## config.mk

```make
export PLATFORM = sky130hd
export DESIGN_NAME = fnd_scan_controller_flat
export DESIGN_NICKNAME = d
export VERILOG_FILES = /design/src/rtl/fnd_scan_if.sv /design/src/rtl/fnd_scan_controller.sv /design/src/flat_wrapper.sv
export SDC_FILE = /design/constraint.sdc
export NUM_CORES = 1
export LEC_CHECK = 0
export CORE_ASPECT_RATIO = 0.5
export CORE_UTILIZATION = 54
export CTS_BUF_LIST = sky130_fd_sc_hd__clkbuf_8
export DETAILED_ROUTE_END_ITERATION = 8
export GPL_TIMING_DRIVEN = 0
export MAX_ROUTING_LAYER = met4
export PLACE_DENSITY_LB_ADDON = 0.3
export SYNTH_ARGS = -nofsm -noshare
export SYNTH_HDL_FRONTEND = slang
export SYNTH_SLANG_ARGS = --single-unit
```

## constraint.sdc

```tcl
create_clock -name clk -period 2.65 [get_ports clk]
set_clock_uncertainty 0.2 [all_clocks]
set_input_delay 0.53 -clock clk [delete_from_list [all_inputs] [get_ports clk]]
set_output_delay 0.53 -clock clk [all_outputs]
set_load 0.1 [all_outputs]
```

## src/rtl/fnd_scan_if.sv

```systemverilog
// Signal bundle between the score source and the FND scan controller.
// The master drives the score and strobes; the slave returns busy and the scanned digit.
interface fnd_scan_if;
  logic [13:0] value;
  logic        load;
  logic        blank_lz;
  logic        busy;
  logic [3:0]  bcd_out;
  logic [3:0]  digit_sel;

  modport master (
    output value, load, blank_lz,
    input  busy, bcd_out, digit_sel
  );

  modport slave (
    input  value, load, blank_lz,
    output busy, bcd_out, digit_sel
  );
endinterface

```

## src/rtl/fnd_scan_controller.sv

```systemverilog
// Converts a binary score to BCD with a sequential double-dabble engine and
// time-multiplexes the four digits onto one decoder nibble with optional leading-zero blanking.
module fnd_scan_controller #(
  parameter int SCAN_DIV = 1000,
  parameter int CNT_W    = 10
) (
  input logic        clk,
  input logic        rst,
  fnd_scan_if.slave  bus
);

  typedef enum logic [1:0] {IDLE, CONV, DONE} state_t;

  state_t       state_q, state_nx;
  logic [13:0]  bin_q, bin_nx;
  logic [15:0]  acc_q, acc_nx;
  logic [3:0]   step_q, step_nx;
  logic [15:0]  disp_q, disp_nx;
  logic         pend_q, pend_nx;
  logic [13:0]  lat_q, lat_nx;
  logic         busy_q;
  logic [CNT_W-1:0] presc_q;
  logic [1:0]   idx_q;
  logic [15:0]  adj;
  logic         blank;

  function automatic logic [13:0] sat(input logic [13:0] v);
    return (v > 14'd9999) ? 14'd9999 : v;
  endfunction

  // Add-3 correction on every nibble that would overflow a decimal digit after the shift.
  always_comb begin
    adj = acc_q;
    for (int k = 0; k < 4; k++) begin
      if (acc_q[4*k +: 4] >= 4'd5) adj[4*k +: 4] = acc_q[4*k +: 4] + 4'd3;
    end
  end

  always_comb begin
    // NOTE: every variable gets a default first so no path leaves one unassigned (no latch).
    state_nx = state_q;
    bin_nx   = bin_q;
    acc_nx   = acc_q;
    step_nx  = step_q;
    disp_nx  = disp_q;
    pend_nx  = pend_q;
    lat_nx   = lat_q;
    unique case (state_q)
      IDLE: begin
        if (bus.load || pend_q) begin
          bin_nx   = sat(bus.load ? bus.value : lat_q);
          acc_nx   = 16'd0;
          step_nx  = 4'd0;
          pend_nx  = 1'b0;
          state_nx = CONV;
        end
      end
      CONV: begin
        {acc_nx, bin_nx} = {adj[14:0], bin_q, 1'b0};
        step_nx = step_q + 4'd1;
        if (step_q == 4'd13) state_nx = DONE;
      end
      DONE: begin
        disp_nx = acc_q;
        if (pend_q) begin
          bin_nx   = sat(lat_q);
          acc_nx   = 16'd0;
          step_nx  = 4'd0;
          pend_nx  = 1'b0;
          state_nx = CONV;
        end else begin
          state_nx = IDLE;
        end
      end
      default: state_nx = IDLE;
    endcase
    // A load while busy (including the DONE->IDLE edge) only replaces the pending value.
    if (state_q != IDLE && bus.load) begin
      pend_nx = 1'b1;
      lat_nx  = bus.value;
    end
  end

  // NOTE: sequential state uses non-blocking assignments so all registers update from pre-edge values.
  always_ff @(posedge clk) begin
    if (!rst) begin
      state_q <= IDLE;
      bin_q   <= '0;
      acc_q   <= '0;
      step_q  <= '0;
      disp_q  <= '0;
      pend_q  <= 1'b0;
      lat_q   <= '0;
      busy_q  <= 1'b0;
      presc_q <= '0;
      idx_q   <= '0;
    end else begin
      state_q <= state_nx;
      bin_q   <= bin_nx;
      acc_q   <= acc_nx;
      step_q  <= step_nx;
      disp_q  <= disp_nx;
      pend_q  <= pend_nx;
      lat_q   <= lat_nx;
      busy_q  <= (state_nx != IDLE);
      if (presc_q == CNT_W'(SCAN_DIV - 1)) begin
        presc_q <= '0;
        idx_q   <= idx_q + 2'd1;
      end else begin
        presc_q <= presc_q + 1'b1;
      end
    end
  end

  // Digit k blanks when it and every higher digit are zero; the ones digit always shows.
  always_comb begin
    blank         = bus.blank_lz && (idx_q != 2'd0) && ((disp_q >> {idx_q, 2'b00}) == 16'd0);
    bus.digit_sel = ~(4'b0001 << idx_q);
    bus.bcd_out   = blank ? 4'hF : disp_q[{idx_q, 2'b00} +: 4];
  end

  assign bus.busy = busy_q;

endmodule

```

## src/flat_wrapper.sv

```systemverilog
// flat-port wrapper written by rule: the top's interface ports become plain ports
module fnd_scan_controller_flat 
#(
  parameter int SCAN_DIV = 1000,
  parameter int CNT_W    = 10
)
  (clk, rst, bus_value, bus_load, bus_blank_lz, bus_busy, bus_bcd_out, bus_digit_sel);
  fnd_scan_if bus_i ();
  input logic clk;
  input logic rst;
  input wire logic [$bits(bus_i.value)-1:0] bus_value;
  input wire logic [$bits(bus_i.load)-1:0] bus_load;
  input wire logic [$bits(bus_i.blank_lz)-1:0] bus_blank_lz;
  output wire logic [$bits(bus_i.busy)-1:0] bus_busy;
  output wire logic [$bits(bus_i.bcd_out)-1:0] bus_bcd_out;
  output wire logic [$bits(bus_i.digit_sel)-1:0] bus_digit_sel;
  assign bus_i.value = bus_value;
  assign bus_i.load = bus_load;
  assign bus_i.blank_lz = bus_blank_lz;
  assign bus_busy = bus_i.busy;
  assign bus_bcd_out = bus_i.bcd_out;
  assign bus_digit_sel = bus_i.digit_sel;
  fnd_scan_controller #(.SCAN_DIV(SCAN_DIV), .CNT_W(CNT_W)) u_core (.clk(clk), .rst(rst), .bus(bus_i));
endmodule
```

==> results of run 1 <==
==> cell type report <==
cell class / instances / area (µm²) / area share, %
Clock buffer: 10 / 138 / 2.88
Clock inverter: 6 / 37.5 / 0.785
Buffer: 28 / 144 / 3.01
Multi-Input combinational cell: 344 / 2350 / 49.0
Tap cell: 96 / 120 / 2.51
Inverter: 21 / 85.1 / 1.78
Timing Repair Buffer: 28 / 305 / 6.38
Sequential cell: 80 / 1610 / 33.6
==> per-layer routing <==
layer  up-vias  routed length [µm]  global-route usage, %
met1      1605                4430                   31.8
met3        15                 471                   8.41
met2        85                4190                   39.5
li1       1749                   -                      -
met5         -                   0                      -
met4         0                 129                   6.71
==> worst register-to-register path, delay by kind of cell, from the launching register on <==
family          cells  cell delay (ns)
buf+inv             3             0.94
flops               1             0.43
compound gates      2             0.47
fa+ha+maj           1             0.30
==> worst max path at each step <==
stage | slack [ns] | endpoint | start
detailed placement | -0.67 | bus_bcd_out[0] | u_core.idx_q[0]
global placement | -0.65 | bus_bcd_out[2] | bus_blank_lz
global route | -0.003 | bus_bcd_out[2] | u_core.disp_q[1]
finish | 0.09 | bus_bcd_out[2] | u_core.idx_q[0]
CTS | 0.01 | bus_bcd_out[2] | u_core.idx_q[0]
floorplan | 0.03 | bus_bcd_out[0] | u_core.idx_q[0]
==> registers in the layout (all words and copies together) (netlist names) <==
name,flops
u_core.pend_q,1
u_core.step_q,4
u_core.bin_q,14
u_core.state_q,2
u_core.acc_q,16
u_core.idx_q,2
u_core.disp_q,16
u_core.bus.busy,1
u_core.lat_q,14
u_core.presc_q,10
==> cells in the final DEF, fill, tap and decap left out, types with 4 or more instances in the layout <==
master / n
mux4_2: 4
clkdlybuf4s50_1: 18
nor2_1: 50
a22oi_1: 19
nor3b_1: 6
a211oi_1: 4
nand3_1: 12
clkbuf_8: 11
clkinvlp_4: 5
and2_1: 5
clkbuf_1: 17
a21oi_1: 45
or2_4: 4
ha_1: 18
inv_1: 20
mux2_2: 4
a22o_1: 6
nand2b_1: 9
o21ai_0: 29
a221oi_1: 5
nand2_1: 48
dfxtp_1: 77
mux2i_1: 28
buf_4: 4
xnor2_1: 9
buf_2: 5
==> kinds of logic (layout without fill, tap and decap cells) <==
group | count (synthesis) | after routing | share of synthesized area (%)
xor gates and xnor gates | 12 | 12 | 2.57
AOI/OAI and AO/OA | 122 | 122 | 19.4
DFF | 80 | 80 | 39.1
adders and majority gates | 19 | 19 | 5.80
and+or+nand+nor | 155 | 155 | 17.8
muxes | 36 | 36 | 10.1
buffers and inverters | 49 | 93 | 5.19
==> repair_timing <==
item                       4_1_cts  5_1_grt
pin swaps                        2        3
setup endpoints to repair        8        5
buffers inserted                 2        0
gates resized for setup         47       15
==> power groups by stage <==
| stage | logic (mW) | clock network, mW | registers, mW |
|---|---|---|---|
| after detailed placement | 0.318 | 0 | 1.30 |
| after global placement | 0.316 | 0 | 1.30 |
| final | 0.323 | 0.819 | 1.27 |
| after floorplan | 0.209 | 0 | 1.31 |
| after global routing | 0.353 | 0.891 | 1.28 |
| after CTS | 0.321 | 0.830 | 1.27 |
==> stage by stage <==
stage                     area [µm²]  hold WS [ns]  util (%)
after floorplan                 4120         0.213         -
after global placement          4500         0.226      61.4
after detailed placement        4500         0.235      61.4
after CTS                       4720         0.247      64.5
after global routing            4780         0.282      65.3
final                           4780         0.243      65.3
==> results.txt, run 1 <==
Power, Total = 2.41 mW
Filler cell count = 613
Die Span Y = 63.6 µm
Synth-to-Final Area Change = 16.7%
Largest net degree at the start of global routing = 14
DR vias = 3454
Max Clock Freq = 0.391 GHz
Clk slew on worst S/H paths = 0.08 ns
Vias in the first global route = 3226
Net Count, Synth = 510
Wire per inst = 15.0 µm
CTS root buf = clkbuf_8
Io pins = 27
Worst path depth = 9
Routability cong. = 0.917
Hold buffers post-CTS = 0
CTS H-Tree Depth = 3
Final setup viols = 0
Ranking of synthesized cells by area = dfxtp_1, mux2i_1, ha_1, a21oi_1, nor2_1
Yosys warns = 0
Total grt overflow = 0
Diodes inserted = 0
Data arrival, critical path = 1.83 ns
Count leader, synth = dfxtp_1
Min-Delay Endpoint = u_core.presc_q[0]
Switching share of total power = 28.3%
Worst reg2reg startpoint = u_core.state_q[1]
Final min period = 2.56 ns
Vias per cell = 5.63
Slew headroom = 36.0%
R2R Path End = u_core.bin_q[10]
Pwr/cell area = 505 nW/µm²
Bufs and invs on worst path = 5
First-pass GRT wire length = 15.4 mm
Clk sinks = 80
Routed Antenna Nets = 0
Psw = 0.684 mW
Latest clock arrival within the worst-skew pair = 0.37 ns
Clock tree from TritonCTS = done
R2R setup slack = 0.24 ns
WS Path Type = flop to output port
Min-Delay Path Depth = 1
Netlist cell types = 49
Flop pwr share = 52.7%
Max_cap viols = 0
Post-route DRC = 0
Max incr delay on CP = 0.33 ns
Cell taking the most area after synthesis = dfxtp_1
Core Box Area = 7320 µm²
Gr usage total = 25.4%
Post-synth top flop = dfxtp_1
TritonCTS Buffers = 9
Worst Reg-to-Reg Cells = 6
Combinational share of power = 13.4%
Initial antenna violation count = 0
Cell Rows = 22
Die Area = 7960 µm²
Setup TNS Final = 0 ns
Worst VDD drop = 0.314 mV
CP top delay family = buffers and inverters
Sequential share of the synthesized area = 39.1%
Slowest cell on crit path = dfxtp_2
Endpoints failing hold = 0
Top-area cell type share of the netlist area = 39.1%
Hold path start = u_core.presc_q[0]
Clk pwr share = 33.9%
# nets final = 549
Seq cells post-synth = 80
DP Worst Slack = -0.671 ns
Type of origin of the critical path = flop
Min-delay worst type = flop to flop
Post-Syn Area = 4100 µm²
# placed instances = 595
Setup WS post-layout = 0.0913 ns
Initial DRC count = 227
CP Cell Sequence = clkbuf_8 > inv_4 > ha_4 > clkinvlp_4 > nand3_1 > nor3_2 > buf_4 > or2_4 > buf_12
Critical Path End Type = output port
Drt first pass iters = 7
Crit Path Max Fanout = 6
Clk buf depth = 2
Pint = 1.73 mW
Layout cells sized above 1 = 12.6%
Max Slew Vio Count = 0
Post-DP HPWL = 6.58 mm
Post-Route WL = 9.23 mm
Crit path required time = 1.92 ns
Syn_area_per_cell = 8.66 µm²
Period utilization = 96.6%
Ys async rst share = 0%
Least-Margin Pin Slew = 0.957 ns
Status = finished clean
PortBufs = 26
Top cells by count, synth = dfxtp_1, nor2_1, nand2_1
Cells after synthesis = 473
Fin cells = 613
Chip width = 125 µm
EDFF count, synth = 0
Pleak = 1.73 nW
Initial Util = 56.0%
No activity file was read; power rests on OpenSTA's default activity.
==> run 2: changes to the inputs <==
--- a/config.mk
+++ b/config.mk
@@ -5,13 +5,13 @@
 export SDC_FILE = /design/constraint.sdc
 export NUM_CORES = 1
 export LEC_CHECK = 0
-export CORE_ASPECT_RATIO = 0.5
+export CORE_ASPECT_RATIO = 1.75
 export CORE_UTILIZATION = 54
 export CTS_BUF_LIST = sky130_fd_sc_hd__clkbuf_8
 export DETAILED_ROUTE_END_ITERATION = 8
 export GPL_TIMING_DRIVEN = 0
 export MAX_ROUTING_LAYER = met4
-export PLACE_DENSITY_LB_ADDON = 0.3
+export PLACE_DENSITY = 0.74
 export SYNTH_ARGS = -nofsm -noshare
 export SYNTH_HDL_FRONTEND = slang
 export SYNTH_SLANG_ARGS = --single-unit
==> run 2 against run 1 <==
Compared with the run above: non-clock buffer count is 1 lower; clock-buffer cell count did not move; power grew 4.8%; fmax shrank 0.73%; combinational power increased by 2%; core utilization grew 0.22 points; first-iteration DRC count shrank 24%; wire length up 5.7%; die area barely moved; largest cell class unchanged.
==> results.txt, run 2 (synthesis gave the netlist of run 1 again) <==
Data arrival, critical path = 1.85 ns
Diodes inserted = 0
Placed inst area = 4490 µm²
Combined area of the multi-input logic cells = 2320 µm²
Initial Util = 56.3%
Crit path required time = 1.92 ns
Wire per inst = 16.2 µm
Cell Rows = 41
PortBufs = 26
Clock tree from TritonCTS = done
Drt first pass iters = 4
Max_cap viols = 0
Routability cong. = 0.969
Most frequent cells in the layout = dfxtp_1, nor2_1, nand2_1
Period utilization = 97.3%
Final setup viols = 0
DP Worst Slack = -0.683 ns
Die Span Y = 117 µm
Synth-to-Final Area Change = 16.5%
Initial DRC count = 172
Clk buf depth = 2
Fin cells = 602
Finished Cell Area = 4770 µm²
Post-route DRC = 0
Core Box Area = 7280 µm²
CTS root buf = clkbuf_8
Post-DP HPWL = 7.28 mm
First-pass GRT wire length = 16.0 mm
Gr busiest metal = met2
Io pins = 27
Layout cells sized above 1 = 12.2%
Post-Route WL = 9.75 mm
Routed Antenna Nets = 0
Gr usage total = 27.8%
Min-delay worst type = flop to flop
Total grt overflow = 0
Endpoints failing hold = 0
Grt met1 use = 26.4%
Filler cell count = 636
Grt met3 use = 3.97%
Pleak = 1.72 nW
Vias per cell = 5.85
Clk slew on worst S/H paths = 0.08 ns
Largest net degree at the start of global routing = 15
Latest clock arrival within the worst-skew pair = 0.36 ns
DR vias = 3522
Setup WS post-layout = 0.0724 ns
Setup TNS Final = 0 ns
Util after Layout = 65.5%
Pwr/cell area = 530 nW/µm²
Worst VDD drop = 0.385 mV
Power, Total = 2.53 mW
Status = finished clean
Clk sinks = 80
Worst hold slack = 0.253 ns
Largest regs = u_core.acc_q (16), u_core.disp_q (16)
Max Clock Freq = 0.388 GHz
Vias in the first global route = 3521
# placed instances = 585
Least-Margin Pin Slew = 0.957 ns
Initial antenna violation count = 0
Slew headroom = 36.0%
Chip width = 67.9 µm
WS Path Type = flop to output port
Most common cell after layout, fill and taps aside = dfxtp_1
Final min period = 2.58 ns
Critical Path End Type = output port
Crit Path Max Fanout = 9
GR Layer Usage met2 = 51.1%
Max Slew Vio Count = 0
Register area = 1600 µm²
Type of origin of the critical path = flop
# nets final = 548
Die Area = 7950 µm²
TritonCTS Buffers = 9
CTS H-Tree Depth = 3
-- run 2: where the power goes --
part           total [mW]  switching [mW]  leakage (nW)  internal, mW
Sequential           1.27          0.0303         0.651          1.24
Clock               0.928           0.464        0.0989         0.464
Combinational       0.329           0.200         0.974         0.129
-- run 2: area by class of cell --
cell class	instances	share of cell area (%)
clock buffer	10	2.88
multi-input combinational	344	48.7
tap	86	2.25
timing repair buffer	27	6.42
inverter	21	1.73
clock inverter	6	1.42
sequential	80	33.6
buffer	28	3.01
-- run 2: critical path, stage by stage (launching register included) --
cell and delay, ns:
dfxtp_2 0.45, inv_1 0.12, ha_2 0.20, clkinvlp_4 0.07
nand3_1 0.10, nor3_4 0.20, or2_4 0.17, buf_12 0.16
-- run 2: per-layer routing --
layer | vias up | share of wire [%]
met5 | - | 0
met4 | 0 | 4.5
met3 | 34 | 3.2
met2 | 88 | 55
met1 | 1663 | 37
li1 | 1737 | -
-- run 2: path summary, 6_finish.rpt --
check,depth (start not counted),slack (ns),startpoint,to
max reg2reg,7,0.21,u_core.state_q[1],u_core.bin_q[9]
max,7,0.07,u_core.idx_q[1],bus_bcd_out[2]
min,1,0.25,u_core.presc_q[0],u_core.presc_q[0]
min reg2reg,1,0.25,u_core.presc_q[0],u_core.presc_q[0]
-- run 2: repair_timing --
| item | in CTS | in global routing |
|---|---|---|
| resized for setup | 49 | 9 |
| cloned | 0 | 0 |
| setup endpoints to repair | 8 | 5 |
| hold buffers | 0 | 0 |
| setup buffers | 1 | 0 |
| pin swaps | 2 | 1 |
==> run 3: changes to the inputs <==
--- a/config.mk
+++ b/config.mk
@@ -5,13 +5,16 @@
 export SDC_FILE = /design/constraint.sdc
 export NUM_CORES = 1
 export LEC_CHECK = 0
+export CELL_PAD_IN_SITES_DETAIL_PLACEMENT = 1
+export CELL_PAD_IN_SITES_GLOBAL_PLACEMENT = 2
 export CORE_ASPECT_RATIO = 1.75
-export CORE_UTILIZATION = 54
+export CORE_UTILIZATION = 38
 export CTS_BUF_LIST = sky130_fd_sc_hd__clkbuf_8
 export DETAILED_ROUTE_END_ITERATION = 8
 export GPL_TIMING_DRIVEN = 0
 export MAX_ROUTING_LAYER = met4
-export PLACE_DENSITY = 0.74
+export PLACE_DENSITY_LB_ADDON = 0.1
+export SKIP_LAST_GASP = 1
 export SYNTH_ARGS = -nofsm -noshare
 export SYNTH_HDL_FRONTEND = slang
 export SYNTH_SLANG_ARGS = --single-unit
==> run 3 against run 2 <==
Compared with the run above: fmax up 1.4%; wire length up 19%; combinational power up 4%; worst hold slack better by 0.0038 ns; cell count up 7.0%; core utilization down 19 points; sequential power about the same; global-route usage down 4.6 points; critical path type unchanged; highest routed layer unchanged.
==> results.txt, run 3 (synthesis gave the netlist of run 1 again) <==
Type of origin of the critical path = flop
Most common cell after layout, fill and taps aside = dfxtp_1
Worst Reg-to-Reg Cells = 9
WS Path Type = flop to output port
Max incr delay on CP = 0.50 ns
Worst VDD drop = 0.379 mV
First-pass GRT wire length = 19.1 mm
CTS root buf = clkbuf_8
Post-DP HPWL = 9.06 mm
Total grt overflow = 0
Largest regs = u_core.acc_q (16), u_core.disp_q (16)
CP endpoint = bus_bcd_out[2]
Wire per inst = 18.1 µm
Least-Margin Pin Slew = 0.962 ns
Initial DRC count = 100
Cell Rows = 49
DR vias = 3544
Data arrival, critical path = 1.81 ns
Io pins = 27
R2R setup slack = 0.20 ns
RSZ-0062 raised after global routing = false
Slew headroom = 35.7%
Max_cap viols = 0
Clock tree from TritonCTS = done
Post-Route WL = 11.6 mm
Clk buf depth = 2
Endpoints failing hold = 0
Crit Path Max Fanout = 6
Max Clock Freq = 0.393 GHz
# nets final = 549
Critical path origin = u_core.idx_q[0]
Diodes inserted = 0
Final min period = 2.54 ns
R2R Path End = u_core.step_q[3]
Period utilization = 95.9%
Initial Util = 39.5%
Final setup viols = 0
Status = finished clean
Slowest cell on crit path = mux4_2
Die Area = 11200 µm²
Critical Path End Type = output port
Gr usage total = 23.1%
Pleak = 1.74 nW
Setup TNS Final = 0 ns
Core Box Area = 10400 µm²
Crit path required time = 1.92 ns
Placed inst area = 4540 µm²
Most frequent cells in the layout = dfxtp_1, nor2_1, nand2_1
TritonCTS Buffers = 9
Layout cells sized above 1 = 12.6%
CTS H-Tree Depth = 3
Worst reg2reg startpoint = u_core.state_q[1]
Pwr/cell area = 532 nW/µm²
Latest clock arrival within the worst-skew pair = 0.36 ns
Routed Antenna Nets = 0
Finished Cell Area = 4830 µm²
Routability cong. = 0.829
Max Slew Vio Count = 0
CP Cell Sequence = clkbuf_8 > mux4_2 > or2_4 > buf_12
Largest net degree at the start of global routing = 15
Vias in the first global route = 3782
Vias per cell = 5.50
Synth-to-Final Area Change = 17.9%
Die Span Y = 139 µm
Clk slew on worst S/H paths = 0.09 ns
Clk sinks = 80
Chip width = 80.5 µm
PortBufs = 26
Min-delay worst type = flop to flop
Drt first pass iters = 4
Post-route DRC = 0
Initial antenna violation count = 0
Hold buffers post-CTS = 0
==> run 3: worst max-delay path: cells and delay by family, from the launching register on <==
family,cells,cell delay (ns)
mux,1,0.50
buf+inv,2,0.33
flops,1,0.35
simple gates,1,0.27
==> run 3: worst min-delay path by stage <==
stage / cells after the start / from / slack [ns] / endpoint
floorplan: 1 / u_core.presc_q[0] / 0.21 / u_core.presc_q[0]
global placement: 1 / u_core.presc_q[0] / 0.22 / u_core.presc_q[0]
detailed placement: 1 / u_core.presc_q[0] / 0.25 / u_core.presc_q[0]
CTS: 1 / u_core.presc_q[0] / 0.27 / u_core.presc_q[0]
global route: 1 / u_core.presc_q[0] / 0.28 / u_core.presc_q[0]
finish: 1 / u_core.presc_q[0] / 0.26 / u_core.presc_q[0]
==> run 3: timing repair <==
action	in CTS	in global routing
pin swaps	2	2
setup buffers	1	1
endpoints found under the setup margin	8	16
gates resized for setup	50	11
==> run 3: power breakdown <==
| part | switching [mW] | internal [mW] | total [mW] |
|---|---|---|---|
| logic | 0.213 | 0.130 | 0.342 |
| clock network | 0.487 | 0.465 | 0.952 |
| registers | 0.0312 | 1.24 | 1.28 |
==> run 3: stage by stage <==
stage          worst slack [ns]  hold WS [ns]  total power, mW  cells  util (%)
3_3_place_gp             -0.668         0.223             1.64    626      43.8
2_1_floorplan            0.0271         0.213             1.52    473         -
4_1_cts                 -0.0132         0.268             2.59    643      46.3
5_1_grt                 0.00665         0.285             2.69    644      46.6
6_report                  0.108         0.256             2.57    644      46.6
3_5_place_dp             -0.739         0.251             1.65    626      43.8
==> run 3: cell type report <==
cell class	count	area [µm²]
Buffer	28	146
Tap cell	127	159
Clock inverter	6	66.3
Inverter	21	82.6
Clock buffer	10	138
Timing Repair Buffer	28	314
Multi-Input combinational cell	344	2320
Fill cell	1232	5530
Sequential cell	80	1600
==> run 3: per-layer routing <==
layer | GRT usage, % | routed length (µm) | up-vias
met5 | - | 0 | -
met4 | 9.96 | 272 | 0
met3 | 3.15 | 196 | 20
met2 | 45.5 | 6940 | 51
met1 | 20.9 | 4230 | 1733
li1 | - | - | 1740
